$ cat config.mk
export PLATFORM = sky130hd
export DESIGN_NAME = taxi_mii_phy_tx_sink
export DESIGN_NICKNAME = d
export VERILOG_FILES = /design/src/rtl/taxi_mii_phy_tx_sink.sv
export SDC_FILE = /design/constraint.sdc
export NUM_CORES = 1
export LEC_CHECK = 0
export CAP_MARGIN = 10
export CORE_ASPECT_RATIO = 0.75
export CORE_UTILIZATION = 40
export DETAILED_ROUTE_END_ITERATION = 10
export PLACE_DENSITY = 0.63
export SLEW_MARGIN = 10
export SYNTH_ARGS = -nofsm -noshare
export SYNTH_HDL_FRONTEND = slang
export SYNTH_SLANG_ARGS = --single-unit
$ cat constraint.sdc
create_clock -name clk -period 2.3 [get_ports clk]
set_input_delay 0.575 -clock clk [delete_from_list [all_inputs] [get_ports clk]]
set_output_delay 0.575 -clock clk [all_outputs]
set_load 0.005 [all_outputs]
$ cat src/rtl/taxi_mii_phy_tx_sink.sv
// taxi_mii_phy_tx_sink: PHY-side sink for a MAC's MII transmit nibbles, emitting frame payload bytes.
// Define TAXI_MII_PHY_TX_SINK_FCS_CHECK_EN to add the CRC-32 FCS check and the stat_err_fcs port.
module taxi_mii_phy_tx_sink #(
    parameter int MIN_PRE_NIBBLES = 1,
    parameter int MAX_FRAME_LEN = 1522
) (
    input  logic       clk,
    input  logic       rst_n,
    input  logic [3:0] mii_txd,
    input  logic       mii_tx_en,
    input  logic       mii_tx_er,
    output logic [7:0] m_axis_tdata,
    output logic       m_axis_tvalid,
    output logic       m_axis_tlast,
    output logic       m_axis_tuser,
    output logic       stat_start_packet,
    output logic       stat_err_preamble,
    output logic       stat_err_runt,
    output logic       stat_err_odd,
    output logic       stat_err_oversize
`ifdef TAXI_MII_PHY_TX_SINK_FCS_CHECK_EN
    ,
    output logic       stat_err_fcs
`endif
);
    localparam logic [3:0] MIN_PRE = 4'(MIN_PRE_NIBBLES);
    localparam logic [15:0] MAX_LEN = 16'(MAX_FRAME_LEN);

    typedef enum logic [1:0] {IDLE, PRE, DATA, DROP} state_t;

    state_t      state;
    logic        armed;
    logic [3:0]  pre_cnt;
    logic        phase;
    logic [3:0]  low;
    logic [7:0]  hold;
    logic [15:0] byte_cnt;
    logic        err;
    logic        trunc;
    logic        fcs_bad;
    logic        sof;

    assign sof = state == PRE && mii_tx_en && mii_txd == 4'hD && pre_cnt >= MIN_PRE;

`ifdef TAXI_MII_PHY_TX_SINK_FCS_CHECK_EN
    logic [31:0] crc;
    logic        byte_done;

    function automatic logic [31:0] crc_byte(input logic [31:0] c, input logic [7:0] d);
        logic [31:0] r;
        r = c ^ {24'd0, d};
        for (int i = 0; i < 8; i++) r = r[0] ? (r >> 1) ^ 32'hEDB88320 : r >> 1;
        return r;
    endfunction

    assign byte_done = state == DATA && mii_tx_en && phase;
    // Running over data plus FCS leaves the fixed CRC-32 residue when the FCS is right
    assign fcs_bad = crc != 32'hDEBB20E3 || byte_cnt < 16'd4;

    always_ff @(posedge clk or negedge rst_n) begin
        if (!rst_n) begin
            crc <= '0;
            stat_err_fcs <= 1'b0;
        end else begin
            crc <= sof ? 32'hFFFFFFFF : byte_done ? crc_byte(crc, {mii_txd, low}) : crc;
            stat_err_fcs <= state == DATA && !mii_tx_en && byte_cnt != 16'd0 && fcs_bad;
        end
    end
`else
    assign fcs_bad = 1'b0;
`endif

    always_ff @(posedge clk or negedge rst_n) begin
        if (!rst_n) begin
            state <= IDLE;
            armed <= 1'b0;
            pre_cnt <= '0;
            phase <= 1'b0;
            low <= '0;
            hold <= '0;
            byte_cnt <= '0;
            err <= 1'b0;
            trunc <= 1'b0;
            m_axis_tdata <= '0;
            m_axis_tvalid <= 1'b0;
            m_axis_tlast <= 1'b0;
            m_axis_tuser <= 1'b0;
            stat_start_packet <= 1'b0;
            stat_err_preamble <= 1'b0;
            stat_err_runt <= 1'b0;
            stat_err_odd <= 1'b0;
            stat_err_oversize <= 1'b0;
        end else begin
            m_axis_tvalid <= 1'b0;
            m_axis_tlast <= 1'b0;
            m_axis_tuser <= 1'b0;
            stat_start_packet <= 1'b0;
            stat_err_preamble <= 1'b0;
            stat_err_runt <= 1'b0;
            stat_err_odd <= 1'b0;
            stat_err_oversize <= 1'b0;
            // A frame may only start after tx_en has been seen low, so one in flight at reset release is ignored
            armed <= armed | !mii_tx_en;
            case (state)
                IDLE: begin
                    if (mii_tx_en && armed) begin
                        if (mii_txd == 4'h5) begin
                            state <= PRE;
                            pre_cnt <= 4'd1;
                        end else begin
                            stat_err_preamble <= 1'b1;
                            state <= DROP;
                        end
                    end
                end
                PRE: begin
                    if (!mii_tx_en) begin
                        stat_err_preamble <= 1'b1;
                        state <= IDLE;
                    end else if (mii_txd == 4'h5) begin
                        pre_cnt <= pre_cnt == 4'hF ? pre_cnt : pre_cnt + 4'd1;
                    end else if (sof) begin
                        stat_start_packet <= 1'b1;
                        state <= DATA;
                        phase <= 1'b0;
                        byte_cnt <= '0;
                        err <= 1'b0;
                    end else begin
                        stat_err_preamble <= 1'b1;
                        state <= DROP;
                    end
                end
                DATA: begin
                    if (!mii_tx_en) begin
                        if (byte_cnt != 16'd0) begin
                            m_axis_tdata <= hold;
                            m_axis_tvalid <= 1'b1;
                            m_axis_tlast <= 1'b1;
                            m_axis_tuser <= err | phase | fcs_bad;
                        end
                        stat_err_odd <= phase;
                        stat_err_runt <= byte_cnt == 16'd0;
                        state <= IDLE;
                    end else begin
                        err <= err | mii_tx_er;
                        phase <= !phase;
                        if (!phase) begin
                            low <= mii_txd;
                        end else begin
                            hold <= {mii_txd, low};
                            byte_cnt <= byte_cnt + 16'd1;
                            if (byte_cnt != 16'd0) begin
                                m_axis_tdata <= hold;
                                m_axis_tvalid <= 1'b1;
                            end
                            if (byte_cnt + 16'd1 == MAX_LEN) begin
                                trunc <= 1'b1;
                                state <= DROP;
                            end
                        end
                    end
                end
                DROP: begin
                    // The byte that hit the length limit leaves as a flagged last byte
                    if (trunc) begin
                        m_axis_tdata <= hold;
                        m_axis_tvalid <= 1'b1;
                        m_axis_tlast <= 1'b1;
                        m_axis_tuser <= 1'b1;
                        stat_err_oversize <= 1'b1;
                        trunc <= 1'b0;
                    end
                    if (!mii_tx_en) state <= IDLE;
                end
            endcase
        end
    end
endmodule
==> impl_results.md <==
- Pwr dens: about 770 nW/um2
- Die height: roughly 76 um
- Crit Reg-Reg Endpoint: m_axis_tdata[6]
- Compound-Gate Fraction of Synth Area: ~15%
- Total grt overflow: 0
- Crit-path cells: nor4_1, nand4_1, a21oi_4, mux2_2
- Max-cap viol count: 0
- Die span in x: around 100 um
- Max Clk Rate: between 400 and 500 MHz
- Commonest cells after routing, fill and taps aside: dfrtp_1 (54), nand2_1 (47), o21ai_0 (30), nor2_1 (25)
- Post-synthesis xor/xnor area fraction: less than 1%
- Synth cell types: 58
- Multi-input combinational cell area: 1400 um2
- Placed cell area: around 3300 um2
- Comb pwr share: around 28%
- Worst-path fanout max: 9
- Mux cell area share after synthesis: 4.68%
- Critical path class: reg2reg
- Mapped Avg Cell Area: ~9.4 um2
- Min Clock Period, post-route: approximately 2100 ps
- R2R Setup Slk: ~220 ps
- FILL cells: 655
- Initial antenna violation count: 0
- Final net count: 352
- Hold buffer count at cts: 0
- Register area share after synthesis: a little under half
- Most common cell after layout, fill and taps aside: dfrtp_1
- R2R cell count: 4
- GP Congestion: roughly 0.84
- Post-CTS setup buffer count: 0
- Total wire length: about 6.3 mm
- Power share of the clock group: between 20% and 30%
- # diodes: 0
- DR WL/cell: about 14 um
- Fin util: around half
- CTS resizes: 0
- Adder-Cell Fraction of Synth Area: 2.60%
- Outcome: finished clean
- DR vias: approximately 2300
- Max Buffers Root-to-Sink: 2
- Switching power: 814 uW
- Sequential cell area: 1350 um2
- IO buf count: 23
- Largest family of logic cells by synthesized area: simple AND/OR/NAND/NOR gates
- #FFs+latches synth: between 50 and 60
- Sequential share of power: 50.5%
- Max-slew violations: 0
- CP endpoint: m_axis_tdata[6]
- CP Launch Type: flip-flop
- Final cell area excluding filler cells: roughly 3400 um2
- GRT Total Usage: about 18%
- Final Setup Violations: 0
- Final ANT Viol Nets: 0
- Rel. slew slack: 54.1%
- Ys async rst share: 100%
- Top Ports: 24
- Yosys Warn Count: 0
- Met1 Track Usage GR: roughly 29%
- Mapped Area: 2890 um2
- Syn-to-layout area delta: 17.4%
- Cell count after placement: 429
- RSZ-0062 raised after global routing: false
- Syn_nets: 320
- Starting Density: between 40% and 50%
- Num Clock Sinks: 54
- Ratio of cells with drive above 1 in the final layout: 15.6%
- Residual DRC count: 0
- EDFF count, synth: 0
- CTS Root Buffer Type: clkbuf_8
- Prevailing post-synth register cell: dfrtp_1
- Number of DRC markers in iteration 0: between 100 and 150
- Worst-Margin Slew: 688 ps
- First-pass GRT wire length: about 11 mm
- Core ar.: 6900 um2
- Crit path buf inv count: 0
- Sum Neg Setup Slack: 0 ps
- Largest net degree at the start of global routing: 55
- Simple-gate share of the synthesized area: around 25%
- Std cell rows: 26
- Period utilization: approximately 90%
- Die area: approximately 7600 um2
- Post-DP HPWL: about 4.5 mm
- Peak VDD IR: 305 uV
- TritonRoute pass-1 iters: 4
- CP peak stage delay: approximately 500 ps
- TritonCTS Buffers: 5
- Worst R2R Start: byte_cnt[6]
- H-Tree Level Count: 2
- Clock-pin slew on the worst setup and hold paths: between 100 and 150 ps
- Synth Instances: ~310
- DR vias/cell: about 5.3
- Clock tree from TritonCTS: yes
- Met3 usage: around 2.8%
- WP depth: 4
- Slowest cell on the critical path: dfrtp_1
- Met2 GRT Util: 25.9%
- Vias in the first global route: 2157
- Worst Hold Class: in2async
- Final hold viol count: 0
- Critical Path RT: around 2500 ps
- Static Leakage: 1.44 nW
- Crit end category: flip-flop
- Non-filler cells, final: 437
- Switching Share: 31.3%
- Arr. time, crit path: around 2300 ps
- Critical Path Source: byte_cnt[6]
- Int Power: between 1.5 and 2 mW
- Worst-Skew Late Latency: roughly 310 ps
- Final Skew: around 10 ps
- Gr busiest metal: met1
- Crit-path leading delay family: simple AND/OR/NAND/NOR gates
## worst reg2reg max path, stage by stage, from the launching register on
cell	delay (ps)
dfrtp_1	500
nor4_1	420
nand4_1	300
a21oi_4	380
mux2_2	380
## state kept, by name (all words and copies together), names as in the netlist, 2 cells and up
signal	flops
byte_cnt	16
hold	8
low	4
m_axis_tdata	8
pre_cnt	4
state	2
## per-stage QoR
step / setup WS (ps) / total power [mW] / hold slack, ps
after floorplan: 421 / 1.74 / 279
after global placement: -31.7 / 2.06 / 445
after detailed placement: -48.5 / 2.08 / 451
after CTS: 206 / 2.63 / 408
after global routing: 50.3 / 2.79 / 441
final: 219 / 2.60 / 373
## worst min path at each step
stage | start | to | slack [ps] | depth (start not counted)
after floorplan | rst_n | armed | 280 | 0
after global placement | low[2] | hold[2] | 450 | 2
after detailed placement | low[3] | hold[3] | 450 | 2
after CTS | rst_n | byte_cnt[12] | 410 | 2
after global routing | rst_n | byte_cnt[12] | 440 | 2
final | rst_n | byte_cnt[11] | 370 | 2
## layer usage
| metal | vias up | wire [um] |
|---|---|---|
| met3 | 2 | 361 |
| met5 | - | 0 |
| met1 | 1100 | 3330 |
| li1 | 1154 | - |
| met4 | 0 | 24 |
| met2 | 61 | 2560 |
## synth_stat cells (all sizes together) (3+ instances only)
cell / count / area share (%)
nor2b: 5 / 1.1
nor4: 4 / 1.6
ha: 6 / 2.6
nor3: 13 / 2.6
a31oi: 6 / 1.3
dfrtp: 54 / 47
mux2: 12 / 4.7
nand4: 7 / 2.0
nand4b: 3 / 0.91
nor4b: 4 / 1.7
o31ai: 3 / 0.78
nor2: 25 / 3.3
a21oi: 9 / 2.0
clkbuf: 6 / 0.82
nand2: 47 / 6.1
inv: 8 / 1.0
nand2b: 4 / 0.87
o21ai: 33 / 5.7
buf: 14 / 2.8
nand3: 8 / 1.4
xnor2: 3 / 0.91
## layout make-up
cell class	count	area share, %
Timing Repair Buffer	45	11.5
Inverter	9	0.997
Clock inverter	3	0.738
Clock buffer	5	2.03
Multi-Input combinational cell	223	41.2
Sequential cell	54	39.9
Tap cell	98	3.62
## kinds of logic after synthesis
logic type,Yosys count
flip-flops,54
buffers and inverters,29
XOR/XNOR,3
adder cells (fa/ha/maj),6
multiplexers,12
AO/OA/AOI/OAI,70
AND/OR/NAND/NOR,132
## power groups by stage
| stage | registers [mW] | logic (mW) | clock network, mW |
|---|---|---|---|
| 2_1_floorplan | 1.29 | 0.446 | 0 |
| 3_3_place_gp | 1.33 | 0.730 | 0 |
| 3_5_place_dp | 1.33 | 0.742 | 0 |
| 4_1_cts | 1.32 | 0.743 | 0.572 |
| 5_1_grt | 1.35 | 0.827 | 0.614 |
| 6_report | 1.31 | 0.735 | 0.553 |
Note: power is estimated with default switching activity, not from simulation.
